===== config.mk =====
export PLATFORM = sky130hd
export DESIGN_NAME = reg_readback
export DESIGN_NICKNAME = d
export VERILOG_FILES = /design/src/rtl/reg_readback.sv
export SDC_FILE = /design/constraint.sdc
export NUM_CORES = 1
export LEC_CHECK = 0
export BUFFER_PORTS_ARGS = -buffer_cell sky130_fd_sc_hd__buf_2
export CELL_PAD_IN_SITES_DETAIL_PLACEMENT = 2
export CELL_PAD_IN_SITES_GLOBAL_PLACEMENT = 2
export CORE_ASPECT_RATIO = 0.75
export CORE_MARGIN = 4
export CORE_UTILIZATION = 40
export CTS_CLUSTER_DIAMETER = 60
export DETAILED_ROUTE_END_ITERATION = 10
export GPL_ROUTABILITY_DRIVEN = 0
export PLACE_DENSITY = 0.85
export SETUP_SLACK_MARGIN = 0.3
export SYNTH_ARGS = -nofsm -noshare
export SYNTH_HDL_FRONTEND = slang
export SYNTH_SLANG_ARGS = --single-unit

===== constraint.sdc =====
create_clock -name clk -period 5.9 [get_ports clk]
set_input_delay 1.18 -clock clk [delete_from_list [all_inputs] [get_ports clk]]
set_output_delay 1.18 -clock clk [all_outputs]
set_load 0.05 [all_outputs]

===== src/rtl/reg_readback.sv =====
// Snapshot a flat register bank on start_i, then stream it out one register per beat, lowest index first.
// First beat appears the cycle after the start edge. While ready_i is low, the current beat stays stable. done_o pulses one cycle after the last beat is accepted.
module reg_readback #(
  parameter int NUM_REGS = 8,
  parameter int DATA_W   = 8,
  parameter int IDX_W    = 3
) (
  input  logic                       clk,
  input  logic                       reset,
  input  logic                       start_i,
  input  logic [NUM_REGS*DATA_W-1:0] regs_i,
  input  logic                       ready_i,
  output logic [DATA_W-1:0]          d_out,
  output logic [IDX_W-1:0]           idx_o,
  output logic                       valid_o,
  output logic                       last_o,
  output logic                       busy_o,
  output logic                       done_o
);

  typedef enum logic [1:0] {
    IDLE = 2'd0,
    SEND = 2'd1,
    DONE = 2'd2
  } state_t;

  localparam logic [IDX_W-1:0] LAST_IDX = IDX_W'(NUM_REGS - 1);

  state_t             state_q, state_d;
  logic [DATA_W-1:0]  snap_q [NUM_REGS];
  logic [DATA_W-1:0]  snap_d [NUM_REGS];
  logic [IDX_W-1:0]   idx_q, idx_d;
  logic [IDX_W-1:0]   idx_nxt;
  logic [DATA_W-1:0]  d_out_q, d_out_d;
  logic               valid_q, valid_d;
  logic               last_q, last_d;
  logic               busy_q, busy_d;
  logic               done_q, done_d;

  assign idx_nxt = idx_q + 1'b1;

  always_comb begin
    state_d = state_q;
    snap_d  = snap_q;
    idx_d   = idx_q;
    d_out_d = d_out_q;
    valid_d = valid_q;
    last_d  = last_q;
    busy_d  = busy_q;
    done_d  = 1'b0;

    case (state_q)
      IDLE: begin
        if (start_i) begin
          for (int k = 0; k < NUM_REGS; k++) begin
            snap_d[k] = regs_i[k*DATA_W +: DATA_W];
          end
          d_out_d = regs_i[0 +: DATA_W];
          idx_d   = '0;
          valid_d = 1'b1;
          last_d  = 1'b0;
          busy_d  = 1'b1;
          state_d = SEND;
        end
      end
      SEND: begin
        if (ready_i) begin
          // The last-index compare stops the counter, so unused codes are never reached.
          if (idx_q == LAST_IDX) begin
            idx_d   = '0;
            valid_d = 1'b0;
            last_d  = 1'b0;
            done_d  = 1'b1;
            state_d = DONE;
          end else begin
            idx_d   = idx_nxt;
            d_out_d = snap_q[idx_nxt];
            last_d  = (idx_nxt == LAST_IDX);
          end
        end
      end
      DONE: begin
        busy_d  = 1'b0;
        state_d = IDLE;
      end
      default: begin
        idx_d   = '0;
        valid_d = 1'b0;
        last_d  = 1'b0;
        busy_d  = 1'b0;
        state_d = IDLE;
      end
    endcase
  end

  always_ff @(posedge clk or negedge reset) begin
    if (!reset) begin
      state_q <= IDLE;
      for (int k = 0; k < NUM_REGS; k++) begin
        snap_q[k] <= '0;
      end
      idx_q   <= '0;
      d_out_q <= '0;
      valid_q <= 1'b0;
      last_q  <= 1'b0;
      busy_q  <= 1'b0;
      done_q  <= 1'b0;
    end else begin
      state_q <= state_d;
      snap_q  <= snap_d;
      idx_q   <= idx_d;
      d_out_q <= d_out_d;
      valid_q <= valid_d;
      last_q  <= last_d;
      busy_q  <= busy_d;
      done_q  <= done_d;
    end
  end

  assign d_out   = d_out_q;
  assign idx_o   = idx_q;
  assign valid_o = valid_q;
  assign last_o  = last_q;
  assign busy_o  = busy_q;
  assign done_o  = done_q;

endmodule


* Word-level counts from Yosys, hierarchy flattened
Index checks and enable logic that the tools add are counted.
** Operators by class
- Reductions and logical operators :: 8
- Bitwise gates (word level) :: 3
- Order comparisons :: 1
- $add $sub $neg :: 1
- Eq/ne operators :: 8
- Muxes and demuxes :: 27
** Operators with widths (count)
- 2-to-1 mux 8 bit :: 5
- binary-select mux 8 bit (select 3 bit) :: 1
- one-hot mux 8 bit (2 select lines) :: 1
- 2-to-1 mux 1 bit :: 9
- 2-to-1 mux 3 bit :: 3
- one-hot mux 3 bit (3 select lines) :: 1
- != test 2 bit (second input constant) :: 4
- AND reduction 4 bit :: 2
- equality test 3 bit (second input constant) :: 2
- 2-to-1 mux 2 bit :: 3
- one-hot mux 1 bit (3 select lines) :: 2
- AND reduction 3 bit :: 2
- greater-or-equal comparator 4 bit (second input constant) :: 1
- inverter 3 -> 4 bit :: 1
- one-hot mux 2 bit (2 select lines) :: 1
- AND reduction 2 bit :: 2
- adder 3 x 1 -> 3 bit (second input constant) :: 1
- equality test 2 x 1 -> 1 bit (second input constant) :: 1
- equality test 2 bit (second input constant) :: 1
- zero test 2 bit :: 1
- inverter 1 bit :: 2
- one-hot mux 1 bit (2 select lines) :: 1
- nonzero test 2 bit :: 1
** Word-level totals
- Input port bits :: 68
- Word-level logic and storage cells :: 63
- Bits in registers :: 81
- Output and inout bits :: 15

* Logic depth before layout (Yosys ltp)
Gate-level depths: netlist (run 1).
- Word-level depth :: 8
- Gate-level depth with buffers :: 8
- Depth with buffers taken out :: 5

* Worst setup path before layout (run 1)
OpenSTA, ideal clock, no wires.
- Path kind :: register -> register
- Start point :: register idx_q[0] (netlist: idx_o[0])
- End point :: register d_out_q[3] (netlist: d_out[3])
- Data arrival time :: 2235 ps
- Stages on the path, launching flop included :: 9
- Slack :: 3530 ps
- Required time :: 5765 ps
- Path through :: dfrtp_1 > buf_4 > inv_1 > ha_1 > buf_6 > buf_6 > mux2_2 > a221oi_1 > a32oi_1
** On the way
- Word-level cells in the longest chain between the ends :: 8
- Elaborated cells between the ends (all ways) :: 11
- Those cells by class :: add/sub (1); eq/ne (2); mux (6); bitwise (1); reduce/logical (1)
** Ends and longest elaborated chain
- start, declared :: RTL line 32 : logic [IDX_W-1:0] idx_q, idx_d;
- start signal, assigned :: RTL line 111 : idx_q <= idx_d;
- adder 3 x 1 -> 3 bit :: RTL line 40 : assign idx_nxt = idx_q + 1'b1;
- inverter 3 -> 4 bit (not written as such) :: RTL line 77 : d_out_d = snap_q[idx_nxt];
- binary-select mux 8 bit (select 3 bit) :: RTL line 77
- 2-to-1 mux 8 bit (not written as such) (2 in a row) :: RTL line 77
- 2-to-1 mux 8 bit :: RTL line 69 : if (idx_q == LAST_IDX) begin
- 2-to-1 mux 8 bit :: RTL line 67 : if (ready_i) begin
- one-hot mux 8 bit (2 select lines) :: RTL line 52 : case (state_q)
- end signal, assigned :: RTL line 112 : d_out_q <= d_out_d;
- end, declared :: RTL line 34 : logic [DATA_W-1:0] d_out_q, d_out_d;
Parallel ways exist; a longest one is shown, timed or not. The select of a mux whose other input is x is not followed.
A chain may end at the register's enable or synchronous reset.

* Worst setup path in the final report (run 1)
- Start point :: register idx_q[0] (netlist: idx_o[0])
- End point :: register d_out_q[7] (netlist: d_out[7])
The elaborated chain is that of the path after synthesis.

==> flow_summary.json, run 1 <==
{
  "die_h_um": 92.4,
  "clk-insertion-delay-late_ns": 0.34,
  "num_io_pins": 83,
  "drv_slew": 0,
  "dp_cells": 464,
  "seq_area_frac_synth": 0.534,
  "core-area_um2": 9160,
  "std_cell_rows": 30,
  "instances_no_fill": 480,
  "hold_viol_final": 0,
  "wl_per_cell_um": 21.9,
  "crit-reg2reg-capture": "d_out[7]",
  "ctsHoldBuffers": 0,
  "yosys-top-cells-area": "dfrtp_1 (53%), mux2_2 (23%), mux4_2 (4.7%)",
  "viasPerCell": 5.29,
  "place_area_um2": 4260,
  "gr-total-overflow": 0,
  "firstDrtPassIters": 4,
  "dieArea_um2": 11100,
  "cp-end-kind": "flop",
  "grt_max_degree": 82,
  "synth_area_um2": 3800,
  "cp_top_family": "adder cells",
  "setup_tns_ns": 0,
  "postSynthAreaPerCell_um2": 14.1,
  "worst_ep_arrival_time_ns": 3.37,
  "syn2layout_area_growth_pct": 20.2,
  "htreeDepth": 3,
  "worstPathCellList": "inv_1, ha_1, mux2_2, a221oi_1, a32oi_1",
  "fin_ws_ns": 2.72,
  "min_period_ns": 3.18,
  "cp_data_required_time_ns": 6.09,
  "critPathMaxFanout": 25,
  "tightestPinTransition_ns": 1.17,
  "max_stage_delay_ns": 1.10,
  "reg2reg_depth": 5,
  "synth_area_leader_cell": "dfrtp_1",
  "numPortBuffers": 82,
  "cpMaxStageDelayCell": "ha_1",
  "final_cell_mix": "dfrtp_1 (81), buf_2 (81), mux2_2 (77), nand2_1 (17), inv_1 (14)",
  "wl_mm": 10.5,
  "fin_area_um2": 4570,
  "whs_path_depth": 1,
  "critPathKind": "flop to flop",
  "holdPathEnd": "snap_q[18]",
  "vias": 2541,
  "synthDistinctLibCells": 30,
  "cap_violations": 0,
  "fin_crit_sh": 0.539,
  "cts_tree": "built",
  "p_leak_nw": 2.05,
  "cts_root_buf": "clkbuf_16",
  "vdd_drop_max_uv": 228,
  "antenna_found_initial": 0,
  "drc_errors": 0,
  "start_kind": "flop",
  "yosysWarnings": 0,
  "ys_ff_latch": 81,
  "cts_inserted_buffers": 9,
  "power_mw": 2.84,
  "nNetsFinal": 418,
  "num_antenna_cells": 0,
  "hold_start": "snap_q[18]",
  "r2r_setup_slack_ns": 2.72,
  "die_w_um": 121,
  "cts_buffer_depth": 2,
  "drt_iter0_markers": 95,
  "antenna_left": 0,
  "rsz0062_at_grt": "no",
  "rr_startpoint": "idx_o[0]",
  "grt_pass1_wl_mm": 17.4,
  "fin_skew_ns": 0.00679,
  "dp_slack_ns": 2.57,
  "slew_headroom": 0.221,
  "grt_pass1_vias": 3030,
  "dpl.hpwl_mm": 7.39,
  "final-setup-viol-count": 0,
  "layout-drive-gt1-share": 0.534,
  "nFillCells": 905,
  "grtUsageTotal": 0.209,
  "outcome": "finished clean",
  "critPathBufInv": 1,
  "cts.sinks": 81,
  "powerDensity_nw_per_um2": 621,
  "cts_setup_buffers": 0,
  "max_freq_mhz": 314,
  "initial_core_util": 0.415,
  "hp-class": "flop to flop",
  "yosys.area.top_type_share": 0.534,
  "synth.net_count": 340,
  "path_clk_slew_ns": 0.06,
  "ctsResizeCount": 0,
  "syn_inst": 269
}
## how the worst max path moves through the flow
stage                        start          to  depth (start not counted)
after floorplan           idx_o[0]    d_out[3]                          8
after global placement     start_i   snap_q[1]                          5
after detailed placement   start_i  snap_q[11]                          5
after CTS                 idx_o[0]    d_out[7]                          5
after global routing      idx_o[0]    d_out[7]                          5
final                     idx_o[0]    d_out[7]                          5
## stage by stage
step	hold WS, ns	utilization
after floorplan	0.452	-
after global placement	0.470	0.465
after detailed placement	0.476	0.465
after CTS	0.491	0.498
after global routing	0.527	0.498
final	0.486	0.498
## synth_stat cells
master and n:
mux2_2 77, a32oi_1 8, buf_4 7, ha_1 3, a21o_1 1, nand2b_1 1, mux2_1 5, nor4b_4 1
buf_1 1, a221oi_1 8, buf_2 5, buf_6 4, nand3b_2 1, o2111ai_1 1, a21oi_1 2, nand2_1 17
and3b_1 1, nor3b_1 2, nand4b_1 1, mux2i_1 1, nor2b_1 1, nor2_1 3, nor4bb_1 1, inv_1 14
nor2_4 1, o22ai_1 2, mux4_2 8, or3b_1 8, o21ai_0 3, dfrtp_1 81
## area by class of cell
class	instances	area, um^2	area share
timing repair buffer	84	428	0.0937
clock inverter	5	53.8	0.0118
sequential	81	2030	0.444
tap	128	160	0.0351
clock buffer	11	253	0.0554
multi-input combinational	157	1590	0.349
inverter	14	52.6	0.0115
## sequential cells by signal, indices dropped and copies added, names as in the netlist
register	flops
last_o	1
valid_o	1
idx_o	3
done_o	1
d_out	8
state_q	2
snap_q	64
busy_o	1
## metal layers
metal,wire (um),track usage
met1,4590,0.271
met2,5270,0.346
met3,542,0.0629
met4,102,0.0453
met5,0,0
## cells by family (layout without fill, tap and decap cells)
logic type	count (synthesis)	after routing	synth area share
AOI/OAI and AO/OA	25	25	0.0511
adders and majority gates	3	3	0.00989
and+or+nand+nor	38	38	0.0649
muxes	91	91	0.293
buffers and inverters	31	114	0.0471
DFF	81	81	0.534
## power by group
group,switching (mW),internal (mW)
Clock,0.221,0.349
Combinational,0.634,0.595
Sequential,0.202,0.834
Total,1.06,1.78
Note: power is estimated with default switching activity, not from simulation.
==> run 2: changes to the inputs <==
--- a/config.mk
+++ b/config.mk
@@ -5,16 +5,17 @@
 export SDC_FILE = /design/constraint.sdc
 export NUM_CORES = 1
 export LEC_CHECK = 0
+export ABC_AREA = 1
 export BUFFER_PORTS_ARGS = -buffer_cell sky130_fd_sc_hd__buf_2
 export CELL_PAD_IN_SITES_DETAIL_PLACEMENT = 2
 export CELL_PAD_IN_SITES_GLOBAL_PLACEMENT = 2
 export CORE_ASPECT_RATIO = 0.75
 export CORE_MARGIN = 4
-export CORE_UTILIZATION = 40
+export CORE_UTILIZATION = 31
 export CTS_CLUSTER_DIAMETER = 60
 export DETAILED_ROUTE_END_ITERATION = 10
 export GPL_ROUTABILITY_DRIVEN = 0
-export PLACE_DENSITY = 0.85
+export PLACE_DENSITY = 0.8
 export SETUP_SLACK_MARGIN = 0.3
 export SYNTH_ARGS = -nofsm -noshare
 export SYNTH_HDL_FRONTEND = slang
==> constraint.sdc (replaced) <==
create_clock -name clk -period 3.25 [get_ports clk]
set_input_delay 0.65 -clock clk [delete_from_list [all_inputs] [get_ports clk]]
set_output_delay 0.65 -clock clk [all_outputs]
set_load 0.05 [all_outputs]
==> flow_summary.json, run 2 <==
{
  "drc_errors": 0,
  "numPortBuffers": 82,
  "dp_slack_ns": 0.998,
  "std_cell_rows": 35,
  "nNetsFinal": 678,
  "cp_common_cell": "ha_1",
  "synth_area_um2": 3980,
  "cpMaxStageDelayCell": "dfrtp_1",
  "hp-class": "flop to flop",
  "critPathBufInv": 2,
  "drt_iter0_markers": 113,
  "fin_ws_ns": 0.998,
  "cp_data_required_time_ns": 3.48,
  "die_w_um": 139,
  "initial_core_util": 0.321,
  "utilization": 0.388,
  "antenna_left": 0,
  "fin_crit_sh": 0.693,
  "setup_tns_ns": 0,
  "largest_reg_flops": 64,
  "power_mw": 5.33,
  "viasPerCell": 4.64,
  "wl_per_cell_um": 16.1,
  "hold_ws_ns": 0.490,
  "yosys.area.top_type_share": 0.510,
  "rsz0062_at_grt": "no",
  "synth.net_count": 605,
  "outcome": "finished clean",
  "grt_max_degree": 90,
  "fin_skew_ns": 0.00352,
  "reg2reg_depth": 9,
  "dpl.hpwl_mm": 9.07,
  "path_clk_slew_ns": 0.06,
  "worst_ep_arrival_time_ns": 2.48,
  "crit_cells": 9,
  "layout-drive-gt1-share": 0.177,
  "wl_mm": 12.5,
  "firstDrtPassIters": 4,
  "syn_inst": 534,
  "whs_path_depth": 2,
  "postSynthAreaPerCell_um2": 7.45,
  "max_freq_mhz": 444,
  "p_leak_nw": 2.71,
  "num_io_pins": 83,
  "cp_top_family": "simple AND/OR/NAND/NOR gates",
  "largest-register": "snap_q",
  "min_period_ns": 2.25,
  "layout_commonest_cell": "nand2_1",
  "worstPathCellList": "buf_4, ha_1, ha_1, a21oi_1, nand3_2, nor2_1, nand3_1, nand2_1, inv_1",
  "cap_violations": 0,
  "critPathMaxFanout": 34,
  "cts_tree": "built",
  "post-synth-top-count-cell": "nand2_1",
  "gr-total-overflow": 0,
  "tightestPinTransition_ns": 1.07,
  "die_h_um": 106,
  "hold_viol_final": 0,
  "synth_flop_cell": "dfrtp_1",
  "ys_ff_latch": 81,
  "final_cell_mix": "nand2_1 (128), inv_1 (96), dfrtp_1 (81), buf_2 (81), nor2_1 (74)",
  "final-setup-viol-count": 0,
  "antenna_found_initial": 0,
  "cts_buffer_depth": 2,
  "synth_commonest_cells": "nand2_1 (129), inv_1 (96), dfrtp_1 (81), nor2_1 (74), a21oi_1 (59)",
  "synthDistinctLibCells": 20,
  "slew_headroom": 0.285,
  "seq_area_frac_synth": 0.510,
  "instances_no_fill": 776,
  "core-area_um2": 12400,
  "cts_inserted_buffers": 9,
  "synth-edff-count": 0,
  "async_reset_ff_frac": 1.00,
  "cts_root_buf": "clkbuf_16",
  "grt_pass1_wl_mm": 20.6,
  "dp_cells": 762,
  "drv_slew": 0,
  "grtUsageTotal": 0.174,
  "htreeDepth": 3,
  "cts.sinks": 81,
  "yosys-top-cells-area": "dfrtp_1 (51%), nand2_1 (12%), inv_1 (9.1%)",
  "cts_setup_buffers": 0,
  "nFillCells": 1464,
  "vias": 3604,
  "max_stage_delay_ns": 0.39,
  "cp-end-kind": "flop",
  "place_area_um2": 4500,
  "dieArea_um2": 14700,
  "syn2layout_area_growth_pct": 20.8,
  "num_antenna_cells": 0,
  "start_kind": "flop",
  "ctsResizeCount": 0,
  "vdd_drop_max_uv": 413,
  "powerDensity_nw_per_um2": 1110,
  "yosysWarnings": 0,
  "grt_pass1_vias": 4029,
  "fin_area_um2": 4800,
  "ctsHoldBuffers": 0,
  "clk-insertion-delay-late_ns": 0.34,
  "critPathKind": "flop to flop",
  "synth_area_leader_cell": "dfrtp_1"
}
==> run 2: metal layers <==
layer  wire length, um  GRT usage  vias up
met1              6110      0.234     1770
met2              5830      0.293       70
li1                  -          -     1754
met5                 0          0        -
met3               471     0.0378       10
met4               102     0.0335        0
==> run 2: path summary, 6_finish.rpt <==
check                      startpoint    endpoint  slack, ns
max                          idx_o[0]    d_out[2]        1.0
min                        snap_q[57]  snap_q[57]       0.49
max reg2reg                  idx_o[0]    d_out[2]        1.0
min reg2reg                snap_q[57]  snap_q[57]       0.49
max in group asynchronous       reset    d_out[5]       2.06
min in group asynchronous       reset  snap_q[24]       0.51
==> run 2: cell families after synthesis <==
family                     after synthesis  share of synthesized area
and+or+nand+nor                        253                      0.259
adders and majority gates                3                    0.00944
buffers and inverters                  124                      0.129
AOI/OAI and AO/OA                       73                     0.0925
DFF                                     81                      0.510
==> run 2: power by group <==
| part | leakage (nW) | switching, mW | internal, mW | total [mW] |
|---|---|---|---|---|
| logic | 1.67 | 1.86 | 0.776 | 2.64 |
| registers | 0.886 | 0.198 | 1.44 | 1.64 |
| clock network | 0.148 | 0.394 | 0.662 | 1.06 |
==> run 2: worst reg2reg max path: stages (launching register included) <==
cell	delay [ns]
dfrtp_1	0.39
buf_4	0.26
ha_1	0.26
ha_1	0.22
a21oi_1	0.19
nand3_2	0.33
nor2_1	0.25
nand3_1	0.11
nand2_1	0.09
inv_1	0.04
==> run 2: area by class of cell <==
cell class,count,area (um^2),area share
well taps,166,208,0.0432
inverters,98,368,0.0766
flip-flops and latches,81,2030,0.422
clock buffers,10,229,0.0477
multi-input cells,329,1440,0.301
clock inverters,4,70.1,0.0146
repair buffers,88,458,0.0953
